--- src/rtl/multicycle_control_fsm.sv ---
// Main control FSM for the multicycle RISC-V datapath: sequences fetch/decode/execute/
// memory/writeback, drives mux selects and write enables, counts retired instructions.
module multicycle_control_fsm #(
    parameter int CNT_W = 32
) (
    input  logic             clk,
    input  logic             reset,
    input  logic [6:0]       opcode,
    input  logic             zero,
    output logic             pc_write,
    output logic             adr_src,
    output logic             mem_write,
    output logic             ir_write,
    output logic [1:0]       result_src,
    output logic [1:0]       alu_src_a,
    output logic [1:0]       alu_src_b,
    output logic             reg_write,
    output logic [1:0]       alu_op,
    output logic             illegal_op,
    output logic [3:0]       state,
    output logic [CNT_W-1:0] instret
);

    typedef enum logic [3:0] {
        S_FETCH    = 4'd0,
        S_DECODE   = 4'd1,
        S_MEMADR   = 4'd2,
        S_MEMREAD  = 4'd3,
        S_MEMWB    = 4'd4,
        S_MEMWRITE = 4'd5,
        S_EXECR    = 4'd6,
        S_ALUWB    = 4'd7,
        S_EXECI    = 4'd8,
        S_JAL      = 4'd9,
        S_BEQ      = 4'd10
    } state_t;

    localparam logic [6:0] OP_LW   = 7'b0000011;
    localparam logic [6:0] OP_SW   = 7'b0100011;
    localparam logic [6:0] OP_RTYP = 7'b0110011;
    localparam logic [6:0] OP_ITYP = 7'b0010011;
    localparam logic [6:0] OP_JAL  = 7'b1101111;
    localparam logic [6:0] OP_BEQ  = 7'b1100011;

    state_t           state_q, state_d;
    logic [CNT_W-1:0] instret_q, instret_d;

    logic pc_update, branch, retire;
    logic mem_write_raw, ir_write_raw, reg_write_raw, illegal_raw;

    always_ff @(posedge clk or posedge reset) begin
        if (reset) begin
            state_q   <= S_FETCH;
            instret_q <= '0;
        end else begin
            state_q   <= state_d;
            instret_q <= instret_d;
        end
    end

    always_comb begin
        state_d       = S_FETCH;
        pc_update     = 1'b0;
        branch        = 1'b0;
        retire        = 1'b0;
        adr_src       = 1'b0;
        mem_write_raw = 1'b0;
        ir_write_raw  = 1'b0;
        reg_write_raw = 1'b0;
        illegal_raw   = 1'b0;
        result_src    = 2'b00;
        alu_src_a     = 2'b00;
        alu_src_b     = 2'b00;
        alu_op        = 2'b00;
        case (state_q)
            S_FETCH: begin
                ir_write_raw = 1'b1;
                alu_src_b    = 2'b10;
                result_src   = 2'b10;
                pc_update    = 1'b1;
                state_d      = S_DECODE;
            end
            S_DECODE: begin
                // Speculatively form the branch target into ALUOut
                alu_src_a = 2'b01;
                alu_src_b = 2'b01;
                case (opcode)
                    OP_LW, OP_SW: state_d = S_MEMADR;
                    OP_RTYP:      state_d = S_EXECR;
                    OP_ITYP:      state_d = S_EXECI;
                    OP_JAL:       state_d = S_JAL;
                    OP_BEQ:       state_d = S_BEQ;
                    default: begin
                        state_d     = S_FETCH;
                        illegal_raw = 1'b1;
                    end
                endcase
            end
            S_MEMADR: begin
                alu_src_a = 2'b10;
                alu_src_b = 2'b01;
                // Bit 5 separates sw from lw; IR is frozen until the next fetch
                state_d   = opcode[5] ? S_MEMWRITE : S_MEMREAD;
            end
            S_MEMREAD: begin
                adr_src = 1'b1;
                state_d = S_MEMWB;
            end
            S_MEMWB: begin
                result_src    = 2'b01;
                reg_write_raw = 1'b1;
                retire        = 1'b1;
            end
            S_MEMWRITE: begin
                adr_src       = 1'b1;
                mem_write_raw = 1'b1;
                retire        = 1'b1;
            end
            S_EXECR: begin
                alu_src_a = 2'b10;
                alu_op    = 2'b10;
                state_d   = S_ALUWB;
            end
            S_ALUWB: begin
                reg_write_raw = 1'b1;
                retire        = 1'b1;
            end
            S_EXECI: begin
                alu_src_a = 2'b10;
                alu_src_b = 2'b01;
                state_d   = S_ALUWB;
            end
            S_JAL: begin
                alu_src_a = 2'b01;
                alu_src_b = 2'b10;
                pc_update = 1'b1;
                state_d   = S_ALUWB;
            end
            S_BEQ: begin
                alu_src_a = 2'b10;
                alu_op    = 2'b01;
                branch    = 1'b1;
                retire    = 1'b1;
            end
            default: state_d = S_FETCH;
        endcase
        instret_d = retire ? instret_q + {{(CNT_W-1){1'b0}}, 1'b1} : instret_q;
    end

    // Enables are squashed while reset is held so nothing is written during an abort
    assign pc_write   = ~reset & (pc_update | (branch & zero));
    assign mem_write  = ~reset & mem_write_raw;
    assign ir_write   = ~reset & ir_write_raw;
    assign reg_write  = ~reset & reg_write_raw;
    assign illegal_op = ~reset & illegal_raw;
    assign state      = state_q;
    assign instret    = instret_q;

endmodule
--- config.mk ---
export PLATFORM = sky130hd
export DESIGN_NAME = multicycle_control_fsm
export DESIGN_NICKNAME = d
export VERILOG_FILES = /design/src/rtl/multicycle_control_fsm.sv
export SDC_FILE = /design/constraint.sdc
export NUM_CORES = 1
export LEC_CHECK = 0
export ABC_CLOCK_PERIOD_IN_PS = 4570
export BUFFER_PORTS_ARGS = -buffer_cell sky130_fd_sc_hd__buf_2
export CORE_MARGIN = 2
export CORE_UTILIZATION = 35
export DETAILED_ROUTE_END_ITERATION = 10
export GPL_ROUTABILITY_DRIVEN = 0
export SLEW_MARGIN = 0
export SYNTH_ARGS = -nofsm -noshare
export SYNTH_HDL_FRONTEND = slang
export SYNTH_SLANG_ARGS = --single-unit
--- constraint.sdc ---
create_clock -name clk -period 4.57 [get_ports clk]
set_input_delay 0.2285 -clock clk [delete_from_list [all_inputs] [get_ports clk]]
set_output_delay 0.2285 -clock clk [all_outputs]
set_load 0.05 [all_outputs]
# Word level (Yosys, flattened, before mapping)
# Cells that the tools add are included.
[op_classes]
n_mux = 16
n_bitwise = 8
reduce_logical = 11
n_addsub = 1
n_eq_ne = 16
[op_table]
columns = ["cell", "n"]
rows = [
  ["$pmux W4 S5", 2],
  ["$add A32 B1 Y32 const B", 1],
  ["$eq A4 B3 Y1 const B", 4],
  ["$pmux W2 S2", 4],
  ["$eq A7 B6 Y1 const B", 2],
  ["$eq A7 B7 Y1 const B", 2],
  ["$eq A4 B4 Y1 const B", 3],
  ["$reduce_or A2 Y1", 5],
  ["$mux W1", 9],
  ["$eq A4 B2 Y1 const B", 2],
  ["$reduce_or A4 Y1", 2],
  ["$eq A7 B2 Y1 const B", 1],
  ["$eq A7 B5 Y1 const B", 1],
  ["$and A1 B1 Y1", 6],
  ["$reduce_or A3 Y1", 2],
  ["$reduce_or A6 Y1", 1],
  ["$eq A4 B1 Y1 const B", 1],
  ["$logic_not A4 Y1", 1],
  ["$mux W3", 1],
  ["$not A1 Y1", 1],
  ["$or A1 B1 Y1", 1],
]
[totals]
reg_bits = 36
input_bits = 10

# Logic depth before layout (Yosys ltp)
# Gate-level depths: netlist (run 1).
[depth]
ltp_word = 5
depth_mapped = 6

# Least setup slack after synthesis (run 1)
# No wires, ideal clock.
[synth_timing]
path_type = "register -> output"
start = "register state_q[0] (netlist: state[0])"
end = "output pc_write"
t_arrival_ps = 2669
stages_incl_launch_ff = 6
required_ps = 4342
slack_ps = 1673
path_cell_list = "dfrtp_1 clkbuf_1 o21ai_0 a21oi_1 a21oi_1 nor2_1"
[synth_via]
elab_chain_cells = 5
word_cells_on_any_way = 9
classes_between = "eq/ne (2); mux (2); bitwise (3); reduce/logical (2)"
[synth_rtl]
columns = ["element", "line", "source"]
rows = [
  ["from (decl)", "45", "state_t state_q, state_d;"],
  ["from (signal assigned)", "56", "state_q <= state_d;"],
  ["$eq A4 B4 Y1 or $logic_not A4 Y1 (tied branches)", "75", "case (state_q)"],
  ["$reduce_or A2 Y1 (no line) or $mux W1 (tied branches)", "n/a", ""],
  ["$mux W1 or $and A1 B1 Y1 (tied branches)", "75, 151", ""],
  ["$or A1 B1 Y1 *", "151", "assign pc_write = ~reset & (pc_update | (branch & zero));"],
  ["$and A1 B1 Y1 *", "151", ""],
  ["to (decl)", "10", "output logic pc_write,"],
]
# Mark *: on every way between the ends. The rest lies on a longest branch, timed or not.

# Final worst setup path (run 1)
[layout_timing]
start = "register state_q[3] (netlist: state[3])"
end = "register instret_q[18] (netlist: instret[18])"
[layout_via]
elab_chain_cells = 3
word_cells_on_any_way = 6
classes_between = "eq/ne (4); mux (1); reduce/logical (1)"
[layout_rtl]
columns = ["element", "line", "source"]
rows = [
  ["$eq A4 B3 Y1 or $eq A4 B4 Y1 (tied branches)", "75", ""],
  ["$reduce_or A4 Y1 (no line) *", "n/a", ""],
  ["$mux W1 *", "75", ""],
  ["to (signal assigned)", "57", "instret_q <= instret_d;"],
  ["to (decl)", "46", "logic [CNT_W-1:0] instret_q, instret_d;"],
]
# Marks and branches as above.
# A chain may end at the register's enable or synchronous reset.

==> results.md, run 1 <==
* Main combinational cell family by area after synthesis: simple AND/OR/NAND/NOR gates
* Adder and majority gate portion of the synthesized area at between 1 and 1.5%
* Fmax at a little under 0.5 GHz
* Placed Instance Area at ~2300 um^2
* Layout cells sized above 1 at between 20 and 30%
* Arrival time of the worst setup path at approximately 2.3 ns
* Via/cell ratio at between 4 and 5
* HP Class: input pin to async pin
* Clk buf depth at 2
* Worst R2R Path Depth at 5
* WL/cell at between 10 and 15 um
* Post-CTS resize count at 0
* Synth Register Bits at 36
* Compound-Gate Fraction of Synth Area at a little over 6%
* Slew margin rel. at approximately 70%
* Fin. max-slew vios at 0
* Count of cell types in the netlist at 38
* Initial core utilization at 36.62%
* Post-synthesis sequential area ratio at around 48%
* Hold Vio Cnt, Final at 0
* First-pass GRT wire length at around 6800 um
* Power Dens Cells at between 400 and 500 nW/um^2
* Detailed Routing Iterations Pass 1 at 4
* Detail Placement HPWL at around 3000 um
* Crit-path max FO at 16
* Max incr delay on CP at a little over 0.6 ns
* Std cell rows at 26
* Area delta synth->final at 24.70%
* CTS Sinks at 36
* Fin area at 2362 um^2
* Post-synth top flop: dfrtp_1
* Largest net degree at the start of global routing at 37
* Most common cell after layout, fill and taps aside: buf_2
* Die area at between 6000 and 7000 um^2
* Unrepaired setup endpoints after global routing: false
* Pleak at about 1.2 nW
* Synth Cell Area at 1894 um^2
* Post-synthesis cell count at between 150 and 200
* Antenna violations before repair at 0
* Worst reg2reg endpoint: instret[18]$_DFFE_PP0P_
* Post-Syn Area per Cell at 9.970 um^2
* CP required at about 4.8 ns
* Clk_lat worst skew at 0.29 ns
* Mux contribution to synthesized area at 0%
* Synth Warn # at 0
* Crit. End Element: flip-flop
* Number of global-route vias before repair at 1418
* Antenna Cells at 0
* Grt total ovfl at 0
* CP max-delay cell: dfrtp_1
* Syn nets at ~200
* Number of synthesized flops with an enable pin at 0
* WS Path Type: flip-flop to flip-flop
* IO Port Bufs at 59
* Most frequent cells in the layout: buf_2 (59), dfrtp_1 (36), xnor2_1 (25), nand2_1 (22), nor2_1 (16)
* Antenna Violating Nets Remaining at 0
* Worst path cell trace: and4bb_2, a21oi_4, nor4_4, and3_1, xor2_1
* Clock skew at 0.006206 ns
* CTS tree: done
* GRT Resource Usage Total at 14.25%
* Final critical-path required period at between 2 and 2.5 ns
* Vias at 1609
* CTS buffer count at 5
* Setup repair bufs after CTS at 0
* Core Box Area at 5172 um^2
* Final wirelength at 4105 um
* Setup TNS at 0 ns
* Worst VDD drop at around 250 uV
* Clock Tree Root: clkbuf_8
* XOR/XNOR Fraction of Synth Area at 15.26%
* Ys async rst share at 100.0%
* Simple-gate area share of the yosys netlist at between 20% and 30%
* Maxcap violations at 0
* Top-Level Pins at 60
* Die height at about 78 um
* Nets at 264
* Reg2reg setup slack at approximately 2.5 ns
* Final period util at roughly 45%
* Htree depth at 2
* DR iter-0 viols at 55
* # DRC at 0
* Element type at the critical path start: flip-flop
* Slew @ Worst Pin at around 0.47 ns
* Reg2reg start: state[3]$_DFF_PP0_
* Final setup fails at 0
* Outcome: finished, final reports clean
* Clock Pin Slew Worst Setup and Hold Paths at ~0.070 ns
* Die W at 77.57 um
* Cts-stage hold buffer count at 0
-- state kept, by name (all words and copies together), names as in the netlist --
| name | flops |
|---|---|
| instret | 32 |
| state | 4 |
-- worst max path at each step --
stage / from / end / depth (start not counted)
4_1_cts: state[3]$_DFF_PP0_ / instret[18]$_DFFE_PP0P_ / 5
6_report: state[3]$_DFF_PP0_ / instret[18]$_DFFE_PP0P_ / 5
3_5_place_dp: state[3]$_DFF_PP0_ / instret[18]$_DFFE_PP0P_ / 5
3_3_place_gp: state[0]$_DFF_PP0_ / instret[18]$_DFFE_PP0P_ / 5
2_1_floorplan: state[0]$_DFF_PP0_ / pc_write / 5
5_1_grt: state[0]$_DFF_PP0_ / instret[18]$_DFFE_PP0P_ / 5
-- power by group --
group          total (mW)  switching [mW]  leakage (nW)  internal (mW)
clock               0.235           0.115        0.0510          0.120
sequential          0.379          0.0402         0.496          0.338
combinational       0.338           0.257         0.657         0.0802
total               0.951           0.412          1.20          0.539
-- cell usage after synthesis (2+ instances only) --
cell type  instances  area share [%]
a21oi_1            6             1.6
a221oi_1           2            0.92
and3_1             4             1.3
and4_1             5             2.3
buf_1              2            0.40
clkbuf_1           2            0.40
dfrtp_1           36              48
inv_1              4            0.79
nand2_1           22             4.4
nand2b_1           2            0.66
nand3_1            9             2.4
nand4_1           10             3.3
nor2_1            16             3.2
nor3_1            11             2.9
nor3b_1            2            0.79
nor4_4             2             2.2
o21ai_0            3            0.79
xnor2_1           25              12
xor2_1             8             3.7
-- worst max-delay path, delay by kind of cell (launching register included) --
family / cells / cell delay, ns
AOI/OAI and AO/OA: 1 / 0.08
and+or+nand+nor: 3 / 1.10
xor gates and xnor gates: 1 / 0.15
DFF: 1 / 0.62
-- kinds of logic (layout without fill, tap and decap cells) --
family | count (synthesis) | in the layout
AO/OA/AOI/OAI | 17 | 17
XOR/XNOR | 33 | 33
adder cells (fa/ha/maj) | 2 | 2
buffers and inverters | 8 | 72
flip-flops | 36 | 36
AND/OR/NAND/NOR | 94 | 94
-- through the flow --
step | power [mW] | hold WS (ns) | util (%) | instances | worst slack (ns)
6_report | 0.9511 | 0.08392 | 45.67 | 324 | 2.535
5_1_grt | 0.9990 | 0.1346 | 45.67 | 324 | 2.348
4_1_cts | 0.9645 | 0.09342 | 45.67 | 324 | 2.501
3_5_place_dp | 0.7247 | 0.4142 | 43.88 | 316 | 2.530
3_3_place_gp | 0.7256 | 0.4144 | 43.88 | 316 | 2.578
2_1_floorplan | 0.6490 | 0.3241 | - | 190 | 1.673
-- routing by layer --
| layer | up-vias | global-route usage [%] | routed length [um] |
|---|---|---|---|
| li1 | 801 | - | - |
| met1 | 753 | 19.82 | 1953 |
| met2 | 47 | 20.78 | 1852 |
| met3 | 8 | 4.419 | 232 |
| met4 | 0 | 5.357 | 67 |
| met5 | - | 0 | 0 |
-- cell type report --
type / count / area [um^2]
Fill cell: 532 / 2810
Multi-Input combinational cell: 146 / 963.4
Sequential cell: 36 / 900.9
Timing Repair Buffer: 60 / 302.8
Tap cell: 70 / 87.58
Clock buffer: 6 / 82.58
Inverter: 4 / 15.01
Clock inverter: 2 / 10.01
No activity file was read; power rests on OpenSTA's default activity.
==> run 2: changes to the inputs <==
--- a/config.mk
+++ b/config.mk
@@ -5,7 +5,7 @@
 export SDC_FILE = /design/constraint.sdc
 export NUM_CORES = 1
 export LEC_CHECK = 0
-export ABC_CLOCK_PERIOD_IN_PS = 4570
+export ABC_CLOCK_PERIOD_IN_PS = 1700
 export BUFFER_PORTS_ARGS = -buffer_cell sky130_fd_sc_hd__buf_2
 export CORE_MARGIN = 2
 export CORE_UTILIZATION = 35
==> constraint.sdc (replaced) <==
create_clock -name clk -period 1.7 [get_ports clk]
set_input_delay 0.085 -clock clk [delete_from_list [all_inputs] [get_ports clk]]
set_output_delay 0.085 -clock clk [all_outputs]
set_load 0.05 [all_outputs]
==> run 2 against run 1 <==
  * The run now ends with negative hold slack left
  * Global-route usage up 1.4 points
  * Non-clock buffer count up 17
  * Combinational power rose to 3.6 times the previous value
  * Register-to-register slack worse by 2.5 ns
  * Clock-buffer cell count up 2
  * Wire length up 10%
  * Cell count up 5.2%
  * Die area unchanged
  * Sequential share of layout area down 3.7 points
  * Core utilization up 5.8 points
  * Worst setup slack worse by 2.5 ns
  * Highest routed layer unchanged
==> results.md, run 2 (synthesis gave the netlist of run 1 again) <==
* Top-Level Pins at 60
* Unrepaired setup endpoints after global routing: true
* Layout Cells excl Fill at 341
* Detail Placement HPWL at 3344 um
* Outcome: finished, violations left
* Number of global-route vias before repair at 1523
* Fin area at 2663 um^2
* HP Class: input pin to async pin
* Antenna Violating Nets Remaining at 0
* Clock Tree Root: clkbuf_8
* Most used routing layer: met2
* Grt total ovfl at 0
* Fmax at about 0.60 GHz
* # DRC at 0
* Crit-path max FO at 5
* Met2 Use GR at 24.87%
* IO Port Bufs at 59
* Grt met1 use at a little over a fifth
* Clock Pin Slew Worst Setup and Hold Paths at 0.07 ns
* Clock skew at 0.006365 ns
* Final period util at roughly 98%
* Core Box Area at a little over 5000 um^2
* Reg2reg start: state[2]$_DFF_PP0_
* Arrival time of the worst setup path at 1.57 ns
* GRT Resource Usage Total at roughly 16%
* Nets at between 200 and 300
* Most common cell after layout, fill and taps aside: buf_2
* DR iter-0 viols at 73
* Maxcap violations at 0
* WS Path Type: flip-flop to primary output
* Via/cell ratio at about 4.9
* Die W at ~78 um
* Critical path startpoint: state[2]$_DFF_PP0_
* Std cell rows at 26
* CTS buffer count at 5
* Largest register FFs at 32
* Initial core utilization at 36.62%
* Element type at the critical path start: flip-flop
* Final wirelength at roughly 4500 um
* Final-layout fill cell count at 486
* Slew @ Worst Pin at 0.4616 ns
* Power Dens Cells at ~1100 nW/um^2
* Layout cells sized above 1 at roughly 45%
* WHS at -0.01392 ns
* Antenna Cells at 0
* Crit. End Element: primary output
* Htree depth at 2
* CTS Sinks at 36
* Clk buf depth at 2
* Largest net degree at the start of global routing at 37
* Clk_lat worst skew at around 0.29 ns
* Worst VDD drop at 562.6 uV
* Most frequent cells in the layout: buf_2 (55), xnor2_1 (25), dfrtp_1 (24), nand2_1 (22), buf_4 (17)
* Die height at 77.57 um
* Final critical-path required period at between 1.5 and 2 ns
* Hold Vio Cnt, Final at 28
* Failing checks: negative hold slack
* Pleak at between 1 and 1.5 nW
* CTS tree: done
* First-pass GRT wire length at 7534 um
* Fin. max-slew vios at 0
* Routing usage on met3 at under 10%
* CP required at approximately 1.6 ns
* Area delta synth->final at 40.55%
* Dpl cells at between 300 and 400
* Total Power at roughly 2.9 mW
* Placed Instance Area at about 2500 um^2
* WL/cell at about 13 um
* Antenna violations before repair at 0
* Vias at approximately 1700
* Cts-stage hold buffer count at 0
* Final Util at between 50 and 60%
* Detailed Routing Iterations Pass 1 at 4
* Die area at ~6000 um^2
* Final setup fails at 0
* Slew margin rel. at ~69%
==> run 2: final cells by class <==
cell class | instances | area, um^2 | area share, %
Clock buffer | 8 | 100.1 | 3.759
Sequential cell | 36 | 915.9 | 34.40
Timing Repair Buffer | 77 | 455.4 | 17.11
Multi-Input combinational cell | 146 | 1089 | 40.88
Tap cell | 70 | 87.58 | 3.289
Inverter | 4 | 15.01 | 0.5639
==> run 2: stage by stage <==
step                      TNS [ns]  hold slack (ns)  worst slack, ns
after global placement           0           0.3092          0.03903
after CTS                        0         0.005179         0.004920
final                            0         -0.01392          0.04008
after floorplan             -3.439           0.1770          -0.2317
after global routing      -0.09388          0.05004         -0.04709
after detailed placement   -0.1102           0.3103         -0.03886
==> run 2: critical path, cell delays in order, from the launching register on <==
cell and delay (ns):
dfrtp_2 0.43, buf_4 0.16, or3_4 0.39, nor3_2 0.13, buf_6 0.18
==> run 2: metal layers <==
| layer | wire, um | vias up |
|---|---|---|
| met5 | 0 | - |
| met4 | 43 | 0 |
| met3 | 189 | 4 |
| met2 | 2152 | 34 |
| li1 | - | 838 |
| met1 | 2143 | 809 |
==> run 2: power breakdown <==
group          total (mW)  internal [mW]  leakage [nW]  switching (mW)
sequential          0.981          0.917         0.477          0.0644
clock               0.668          0.370        0.0515           0.298
combinational        1.21          0.370         0.778           0.843
total                2.86           1.66          1.31            1.21
==> run 2: final timing paths <==
check | endpoint | slack, ns | cells after the start
worst max-delay path | illegal_op | 0.04 | 4
worst min-delay path | instret[16]$_DFFE_PP0P_ | -0.01 | 3
worst max register to register | instret[27]$_DFFE_PP0P_ | 0.07 | 5
worst min register to register | instret[31]$_DFFE_PP0P_ | 0.47 | 1
max in group asynchronous | instret[11]$_DFFE_PP0P_ | 1.36 | 3
min in group clk | state[1]$_DFF_PP0_ | 0.05 | 2
==> run 2: what timing repair did <==
| item | CTS | global route |
|---|---|---|
| endpoints found under the setup margin | 8 | 17 |
| pin swaps | 1 | 3 |
| gates resized for setup | 7 | 13 |
| cloned | 0 | 0 |
| buffers inserted | 1 | 2 |
==> run 3: changes to the inputs <==
--- a/config.mk
+++ b/config.mk
@@ -11,6 +11,7 @@
 export CORE_UTILIZATION = 35
 export DETAILED_ROUTE_END_ITERATION = 10
 export GPL_ROUTABILITY_DRIVEN = 0
+export RECOVER_POWER = 50
 export SLEW_MARGIN = 0
 export SYNTH_ARGS = -nofsm -noshare
 export SYNTH_HDL_FRONTEND = slang
==> run 3 against run 2 <==
  * The flow now finishes without violations
  * Maximum frequency is essentially flat
  * Critical endpoint unchanged
  * Global-route usage unchanged
  * Cell count unchanged
  * First-iteration DRC count decreased by 2.7%
  * Largest cell class unchanged
  * Clock-buffer cell count unchanged
  * Wire length rose by 0.11%
==> results.md, run 3 (synthesis gave the netlist of run 1 again) <==
* Outcome: finished, final reports clean
* CTS tree: done
* Std cell rows at 26
* Clk_lat worst skew at about 0.28 ns
* IO Port Bufs at 59
* Final wirelength at 4533 um
* Top Family by Delay on Critical Path: simple AND/OR/NAND/NOR gates
* Arrival time of the worst setup path at 1.57 ns
* Final setup fails at 0
* Max incr delay on CP at between 0.4 and 0.5 ns
* Crit-path max FO at 5
* Detailed Routing Iterations Pass 1 at 4
* CTS Sinks at 36
* Layout cells sized above 1 at 37.64%
* Largest net degree at the start of global routing at 37
* Worst R2R Path Depth at 5
* Hold Vio Cnt, Final at 0
* Antenna violations before repair at 0
* Worst VDD drop at between 500 and 600 uV
* Worst path cell trace: buf_4, or3_4, nor3_2, buf_6
* Unrepaired setup endpoints after global routing: true
* Antenna Violating Nets Remaining at 0
* Core Box Area at roughly 5200 um^2
* GRT Resource Usage Total at 15.63%
* Worst Hold End: state[1]$_DFF_PP0_
* Fmax at 0.6026 GHz
* Reg2reg start: instret[5]$_DFFE_PP0P_
* Nets at approximately 280
* Die area at between 6000 and 7000 um^2
* Most frequent cells in the layout: buf_2 (34), xnor2_1 (25), dfrtp_1 (24), nand2_1 (22), clkbuf_1 (22)
* Slew margin rel. at roughly 40%
* Area delta synth->final at 39.04%
* WL/cell at 13.29 um
* # DRC at 0
* DR iter-0 viols at between 70 and 80
* Maxcap violations at 0
* Most common cell after layout, fill and taps aside: buf_2
* Layout Cells excl Fill at 341
* Element type at the critical path start: flip-flop
* Top-Level Pins at 60
* Fin. max-slew vios at 0
* Final-layout fill cell count at ~500
* Worst reg2reg endpoint: instret[26]$_DFFE_PP0P_
* Grt total ovfl at 0
* Die height at about 78 um
* Number of global-route vias before repair at around 1500
* Routing usage on met3 at under 10%
* WS Path Type: flip-flop to primary output
* Reg2reg setup slack at roughly 0.08 ns
* Antenna Cells at 0
* Grt met1 use at a little over a fifth
* Vias at 1685
* Worst Path Buf+Inv at 2
* Most used routing layer: met2
* HP Class: input pin to flip-flop
* Power Dens Cells at between 1000 and 1500 nW/um^2
* CTS buffer count at 5
* Met2 Use GR at 24.87%
* CP max-delay cell: dfrtp_2
* Via/cell ratio at roughly 4.9
* Cts-stage hold buffer count at 0
* CP required at about 1.6 ns
* Pleak at 1.217 nW
* Clock Tree Root: clkbuf_8
* Initial core utilization at between 30% and 40%
* Final critical-path required period at ~1.7 ns
* Clock Pin Slew Worst Setup and Hold Paths at around 0.07 ns
* Final period util at 97.61%
* Clk buf depth at 2
* HP Start: opcode[3]
* Crit. End Element: primary output
* Largest register FFs at 32
* Detail Placement HPWL at ~3300 um
* Htree depth at 2
* First-pass GRT wire length at approximately 7500 um
* Hold depth at 2
* Slew @ Worst Pin at 0.8947 ns
* Dpl cells at 330
* Clock skew at 0.006386 ns
* Die W at 77.57 um
* Final Util at 50.92%
[run 3: cell types whose count changed in the layout (fill, tap and decap cells not counted)]
cell / before / now
buf_2: 55 / 34
buf_4: 17 / 16
clkbuf_1: 1 / 22
clkbuf_2: 0 / 1
[run 3: worst max-delay path by stage]
stage	endpoint	start	depth (start not counted)	slack [ns]
after floorplan	instret[22]$_DFFE_PP0P_	state[0]$_DFF_PP0_	5	-0.23
after global placement	instret[19]$_DFFE_PP0P_	instret[5]$_DFFE_PP0P_	5	0.04
after detailed placement	instret[15]$_DFFE_PP0P_	instret[5]$_DFFE_PP0P_	5	-0.04
after CTS	illegal_op	state[2]$_DFF_PP0_	4	0.005
after global routing	instret[29]$_DFFE_PP0P_	state[2]$_DFF_PP0_	5	-0.05
final	illegal_op	state[2]$_DFF_PP0_	4	0.04
[run 3: final cells by class]
type	count	area [um^2]	share of cell area, %
Clock buffer	8	100.1	3.800
Inverter	4	15.01	0.5701
Multi-Input combinational cell	146	1089	41.33
Sequential cell	36	915.9	34.77
Tap cell	70	87.58	3.325
Timing Repair Buffer	77	426.7	16.20
[run 3: worst register-to-register path, cell delays in order (launching register included)]
cell     delay, ns
dfrtp_2       0.39
and4_2        0.27
and4_1        0.28
and4b_2       0.30
nand4_1       0.13
xnor2_1       0.14
[run 3: power breakdown]
group	switching, mW	internal [mW]
Sequential	0.0651	0.917
Clock	0.298	0.370
Combinational	0.844	0.363
[run 3: repair_timing]
action | 4_1_cts | 5_1_grt
setup buffers | 1 | 2
resized for setup | 7 | 13
pin swaps | 1 | 3
endpoints found under the setup margin | 8 | 17
[run 3: routing by layer]
layer  routed length (um)  vias up
li1                     -      838
met1                 2159      809
met2                 2145       34
met3                  183        4
met4                   44        0
met5                    0        -
[run 3: stage by stage]
step	area [um^2]	setup TNS [ns]	power (mW)	setup slack, ns	hold slack (ns)
after global placement	2475	0	2.112	0.03903	0.3092
after global routing	2634	-0.09757	3.002	-0.04709	0.05004
after CTS	2599	0	2.813	0.004920	0.005179
after detailed placement	2475	-0.1102	2.123	-0.03886	0.3103
final	2634	0	2.856	0.04058	0.05747
after floorplan	1996	-3.439	1.833	-0.2317	0.1770
